File: config.mk
export PLATFORM = sky130hd
export DESIGN_NAME = tt_um_polar_rect_flat
export DESIGN_NICKNAME = d
export VERILOG_FILES = /design/src/rtl/p2r_pkg.sv /design/src/rtl/p2r_if.sv /design/src/rtl/p2r_round_sat.sv /design/src/rtl/tt_um_polar_rect.sv /design/src/flat_wrapper.sv
export SDC_FILE = /design/constraint.sdc
export NUM_CORES = 1
export LEC_CHECK = 0
export CAP_MARGIN = 20
export CORE_MARGIN = 2
export CORE_UTILIZATION = 23
export DETAILED_ROUTE_END_ITERATION = 12
export PLACE_DENSITY = 0.38
export SYNTH_ARGS = -nofsm -noshare
export SYNTH_HDL_FRONTEND = slang
export SYNTH_HIERARCHICAL = 1
export SYNTH_SLANG_ARGS = --single-unit
File: constraint.sdc
create_clock -name clk -period 6.7 [get_ports clk]
set_input_delay 1.34 -clock clk [delete_from_list [all_inputs] [get_ports clk]]
set_output_delay 1.34 -clock clk [all_outputs]
set_load 0.05 [all_outputs]
File: src/rtl/p2r_pkg.sv
// Shared types and constants for the polar-to-rectangular CORDIC converter.
package p2r_pkg;

    typedef enum logic [1:0] {
        IDLE     = 2'd0,
        PRESCALE = 2'd1,
        ITERATE  = 2'd2,
        DONE     = 2'd3
    } state_t;

    // Gain-compensation constant K ~= 0.607422 = 2^-1 + 2^-3 - 2^-6 - 2^-9
    localparam int K_SH0 = 1;   // +
    localparam int K_SH1 = 3;   // +
    localparam int K_SH2 = 6;   // -
    localparam int K_SH3 = 9;   // -

    // Output saturation limits (symmetric, so negation never overflows)
    localparam int SAT_MAX = 255;
    localparam int SAT_MIN = -255;

    localparam int ATAN_N = 10;

    // atan(2^-i) in 4096-units-per-turn, 12-bit signed
    function automatic logic signed [11:0] atan_lut(input logic [3:0] idx);
        logic signed [11:0] v;
        case (idx)
            4'd0:    v = 12'sd512;
            4'd1:    v = 12'sd302;
            4'd2:    v = 12'sd160;
            4'd3:    v = 12'sd81;
            4'd4:    v = 12'sd41;
            4'd5:    v = 12'sd20;
            4'd6:    v = 12'sd10;
            4'd7:    v = 12'sd5;
            4'd8:    v = 12'sd3;
            4'd9:    v = 12'sd1;
            default: v = 12'sd0;
        endcase
        atan_lut = v;
    endfunction

endpackage

File: src/rtl/p2r_if.sv
// Valid/ready request and response bundle for the polar-to-rectangular block.
interface p2r_if;
    logic              in_valid;
    logic              in_ready;
    logic        [7:0] mag;
    logic        [7:0] angle;
    logic              out_valid;
    logic              out_ready;
    logic signed [8:0] x_out;
    logic signed [8:0] y_out;

    // Upstream producer / downstream consumer side
    modport master (
        output in_valid, mag, angle, out_ready,
        input  in_ready, out_valid, x_out, y_out
    );

    // Converter side
    modport slave (
        input  in_valid, mag, angle, out_ready,
        output in_ready, out_valid, x_out, y_out
    );
endinterface

File: src/rtl/p2r_round_sat.sv
// Round-to-nearest and saturate a WIDTH/FRAC fixed-point value to signed 9-bit.
module p2r_round_sat
    import p2r_pkg::*;
#(
    parameter int WIDTH = 16,
    parameter int FRAC  = 5
) (
    input  logic signed [WIDTH-1:0] din,
    output logic signed [8:0]       dout
);

    // One extra bit so adding the half-LSB bias can never wrap
    localparam logic signed [WIDTH:0] HALF   = (WIDTH+1)'(2 ** (FRAC - 1));
    localparam logic signed [WIDTH:0] SAT_HI = (WIDTH+1)'(SAT_MAX);
    localparam logic signed [WIDTH:0] SAT_LO = (WIDTH+1)'(SAT_MIN);

    logic signed [WIDTH:0] biased;
    logic signed [WIDTH:0] shifted;

    assign biased  = {din[WIDTH-1], din} + HALF;
    assign shifted = biased >>> FRAC;

    // Clamp the integer part to the symmetric +/-255 range
    always_comb begin
        dout = shifted[8:0];
        if (shifted > SAT_HI)
            dout = 9'(SAT_MAX);
        else if (shifted < SAT_LO)
            dout = 9'(SAT_MIN);
    end

endmodule

File: src/rtl/tt_um_polar_rect.sv
// Polar-to-rectangular converter: iterative rotation-mode CORDIC, one
// conversion in flight, valid/ready on both sides.
// Build option: define P2R_GAIN_COMP_EN to prescale the magnitude by K so the
// outputs are true components; otherwise they carry the CORDIC gain (~1.6468).
module tt_um_polar_rect
    import p2r_pkg::*;
#(
    parameter int ITER  = 8,
    parameter int WIDTH = 16,
    parameter int FRAC  = 5
) (
    input  logic clk,
    input  logic rst,
    p2r_if.slave bus
);

    state_t state, state_n;

    logic                    in_ready_c;
    logic                    out_valid_c;
    logic                    accept;
    logic                    fold_cycle;

    logic              [1:0] q;
    logic signed      [11:0] z;
    logic signed [WIDTH-1:0] x, y;
    logic              [3:0] i;
    logic              [7:0] mag_q;
    logic signed       [8:0] x_reg, y_reg;

    logic signed [WIDTH-1:0] mag_fx;
    logic signed [WIDTH-1:0] x_init;
    logic signed [WIDTH-1:0] xs, ys;
    logic signed [WIDTH-1:0] x_n, y_n;
    logic signed      [11:0] z_n;
    logic signed      [11:0] atan_i;
    logic signed [WIDTH-1:0] fx, fy;
    logic signed       [8:0] x_res, y_res;

    // After ITER rotations the counter sits at ITER; that extra ITERATE cycle
    // folds the quadrant and registers the rounded result from settled x/y.
    assign fold_cycle = (i == 4'(ITER));

    // State register
    always_ff @(posedge clk or posedge rst) begin
        if (rst) state <= IDLE;
        else     state <= state_n;
    end

    // Next-state and handshake outputs
    always_comb begin
        state_n     = state;
        in_ready_c  = 1'b0;
        out_valid_c = 1'b0;
        accept      = 1'b0;
        case (state)
            IDLE: begin
                in_ready_c = 1'b1;
                if (bus.in_valid) begin
                    accept  = 1'b1;
                    state_n = PRESCALE;
                end
            end
            PRESCALE: state_n = ITERATE;
            ITERATE:  if (fold_cycle) state_n = DONE;
            DONE: begin
                out_valid_c = 1'b1;
                if (bus.out_ready) state_n = IDLE;
            end
            default: state_n = IDLE;
        endcase
    end

    assign bus.in_ready  = in_ready_c;
    assign bus.out_valid = out_valid_c;
    assign bus.x_out     = x_reg;
    assign bus.y_out     = y_reg;

    // Magnitude in fixed point, optionally prescaled by K via shift-add
    assign mag_fx = WIDTH'({mag_q, {FRAC{1'b0}}});
`ifdef P2R_GAIN_COMP_EN
    assign x_init = (mag_fx >>> K_SH0) + (mag_fx >>> K_SH1)
                  - (mag_fx >>> K_SH2) - (mag_fx >>> K_SH3);
`else
    assign x_init = mag_fx;
`endif

    // One micro-rotation; direction follows the sign of the residual angle
    always_comb begin
        xs     = x >>> i;
        ys     = y >>> i;
        atan_i = atan_lut(i);
        if (!z[11]) begin
            x_n = x - ys;
            y_n = y + xs;
            z_n = z - atan_i;
        end else begin
            x_n = x + ys;
            y_n = y - xs;
            z_n = z + atan_i;
        end
    end

    // Quadrant fold back from the first-quadrant rotation
    always_comb begin
        case (q)
            2'd0:    begin fx = x;  fy = y;  end
            2'd1:    begin fx = -y; fy = x;  end
            2'd2:    begin fx = -x; fy = -y; end
            default: begin fx = y;  fy = -x; end
        endcase
    end

    p2r_round_sat #(.WIDTH(WIDTH), .FRAC(FRAC)) u_rs_x (.din(fx), .dout(x_res));
    p2r_round_sat #(.WIDTH(WIDTH), .FRAC(FRAC)) u_rs_y (.din(fy), .dout(y_res));

    // Datapath: capture request, prescale, rotate, then register result
    always_ff @(posedge clk or posedge rst) begin
        if (rst) begin
            q     <= '0;
            z     <= '0;
            x     <= '0;
            y     <= '0;
            i     <= '0;
            mag_q <= '0;
            x_reg <= '0;
            y_reg <= '0;
        end else begin
            case (state)
                IDLE: begin
                    if (accept) begin
                        q     <= bus.angle[7:6];
                        // One angle LSB is 16 units of the 4096-per-turn
                        // scale, so the in-quadrant part lands on bits [9:4]
                        // and stays positive (0..1008 < 90 deg = 1024).
                        z     <= {2'b00, bus.angle[5:0], 4'b0000};
                        mag_q <= bus.mag;
                    end
                end
                PRESCALE: begin
                    x <= x_init;
                    y <= '0;
                    i <= '0;
                end
                ITERATE: begin
                    if (fold_cycle) begin
                        x_reg <= x_res;
                        y_reg <= y_res;
                    end else begin
                        x <= x_n;
                        y <= y_n;
                        z <= z_n;
                        i <= i + 4'd1;
                    end
                end
                default: ;
            endcase
        end
    end

endmodule

File: src/flat_wrapper.sv
// flat-port wrapper written by rule: the top's interface ports become plain ports
module tt_um_polar_rect_flat import p2r_pkg::*;
#(
    parameter int ITER  = 8,
    parameter int WIDTH = 16,
    parameter int FRAC  = 5
)
  (clk, rst, bus_in_valid, bus_mag, bus_angle, bus_out_ready, bus_in_ready, bus_out_valid, bus_x_out, bus_y_out);
  p2r_if bus_i ();
  input  logic clk;
  input  logic rst;
  input wire logic [$bits(bus_i.in_valid)-1:0] bus_in_valid;
  input wire logic [$bits(bus_i.mag)-1:0] bus_mag;
  input wire logic [$bits(bus_i.angle)-1:0] bus_angle;
  input wire logic [$bits(bus_i.out_ready)-1:0] bus_out_ready;
  output wire logic [$bits(bus_i.in_ready)-1:0] bus_in_ready;
  output wire logic [$bits(bus_i.out_valid)-1:0] bus_out_valid;
  output wire logic [$bits(bus_i.x_out)-1:0] bus_x_out;
  output wire logic [$bits(bus_i.y_out)-1:0] bus_y_out;
  assign bus_i.in_valid = bus_in_valid;
  assign bus_i.mag = bus_mag;
  assign bus_i.angle = bus_angle;
  assign bus_i.out_ready = bus_out_ready;
  assign bus_in_ready = bus_i.in_ready;
  assign bus_out_valid = bus_i.out_valid;
  assign bus_x_out = bus_i.x_out;
  assign bus_y_out = bus_i.y_out;
  tt_um_polar_rect #(.ITER(ITER), .WIDTH(WIDTH), .FRAC(FRAC)) u_core (.clk(clk), .rst(rst), .bus(bus_i));
endmodule
==> metrics.txt <==
status finished clean; Final setup viols 0; Ports 40; Critical Path AT 5.54 ns; nets@finish 1225; via count of the first global-routing pass 8417; Fillers around 4.5k; total setup buffers inserted after CTS 0; CP Capture Type flop; Worst-path clk slew 0.07 ns; die width ~210 um; Rows between 70 and 80; clock buffer count from CTS 9; post-route cell area about 11000 um^2; All-Layer GR Usage 0.144; Placer Congestion 0.773; critical path class reg -> reg; Worst Path Required around 7 ns; fraction of layout cells with a size suffix above 1 0.141; Max Cap Viol 0; final WL slightly above 30000 um; WL/cell between 15 and 20 um; Buffers on Ports 39; Root Buffer clkbuf_16; largest net degree at the start of global routing 45; YS warnings 6; Congestion Overflow GR 0; initial antenna violation count 0; Worst-Skew Late Latency a little under 0.4 ns; post-cts sizing count 0; syn nets ~1.2k; P&R area growth vs syn 11.8%; Initial Util 0.233; Worst Tran Pin Value 1.14 ns; H-tree depth 3; Die Span Y 210 um; clock sink count 78; via count ~8.4k; DRC 0; RSZ-0062 raised after global routing no; period utilization 0.781; Hold Buf Count CTS 0; post-DR vias/cell between 5 and 6; first-pass GRT wire length between 40000 and 50000 um; post-placement cell area between 10000 and 15000 um^2; fmax around 0.19 GHz; Startpoint Class flop; Clock Skew between 0.01 and 0.015 ns; CTS tree yes; Mean Syn Cell Area approximately 8.4 um^2; DIE AREA 44000 um^2; cells after synthesis roughly 1.2k; Slew headroom 0.235; Slew Limit Fails 0; Worst Hold Class reg -> reg; Mapped Area just under 10000 um^2; Max FO, Critical Path 39; Inserted Diodes 0; minimum clock period after layout 5.23 ns; hpwl dp roughly 23000 um; final hold violations 0; post-detailed-route count of antenna-violating nets 0; core area roughly 42000 um^2; CTS max path bufs 2; setup TNS 0 ns; Iteration-0 DRC Markers between 500 and 600; drt pass-1 iters 5
==> routing by layer <==
layer	track usage	up-vias	part of all wire
met5	0	-	0
met4	0.0460	0	0.022
met3	0.0269	28	0.037
met2	0.238	143	0.47
met1	0.190	4100	0.47
li1	-	4157	-
==> worst paths after layout <==
| check | depth (start not counted) | slack, ns | end | from |
|---|---|---|---|---|
| max reg2reg | 17 | 1.47 | u_core/y[15] | u_core/i[0] |
| min | 2 | 0.50 | u_core/z[2] | u_core/z[2] |
| max | 17 | 1.47 | u_core/y[15] | u_core/i[0] |
| min reg2reg | 2 | 0.50 | u_core/z[2] | u_core/z[2] |
| min in group asynchronous | 2 | 1.36 | u_core/bus.y_out[5] | rst |
| max in group asynchronous | 3 | 4.33 | u_core/y[10] | rst |
==> critical path: stages, from the launching register on <==
cell,delay (ns)
dfrtp_2,0.99
buf_4,0.37
mux4_2,0.56
mux4_2,0.51
nor2_1,0.10
nand4bb_1,0.15
nor4_1,0.57
nor2_1,0.10
xor2_1,0.16
ha_1,0.32
or3_1,0.34
nand2_1,0.07
a21oi_1,0.06
a21o_1,0.19
a21oi_1,0.18
xnor2_1,0.10
or3_1,0.31
o21ai_0,0.07
==> per-stage QoR <==
stage	hold WS, ns	utilization	worst slack, ns	cells
6_report	0.495	0.260	1.47	1684
2_1_floorplan	0.450	-	1.92	1161
4_1_cts	0.503	0.260	1.43	1684
3_3_place_gp	0.465	0.253	1.47	1667
3_5_place_dp	0.485	0.253	1.45	1668
5_1_grt	0.516	0.260	0.914	1684
==> layout make-up <==
type | count | area, um^2 | area share
Multi-Input combinational cell | 943 | 7230 | 0.664
Sequential cell | 78 | 1950 | 0.179
Tap cell | 539 | 674 | 0.0619
Timing Repair Buffer | 57 | 529 | 0.0486
Clock buffer | 10 | 239 | 0.0219
Inverter | 51 | 194 | 0.0178
Clock inverter | 6 | 68.8 | 0.00632
==> cells in the final DEF (no fill, tap or decap), drive strengths merged, types with 17 or more instances in the layout <==
master	instances
clkdlybuf4s50	39
mux4	43
a21oi	74
xnor2	59
a21o	17
xor2	35
nand3	54
dfrtp	78
nor3	26
buf	18
o21ai	89
nand2	106
inv	49
ha	62
nor2	95
mux2	48
mux2i	26
Power is not shown: default switching activity piles up to over one toggle a cycle in this logic, so the estimate is an artifact.
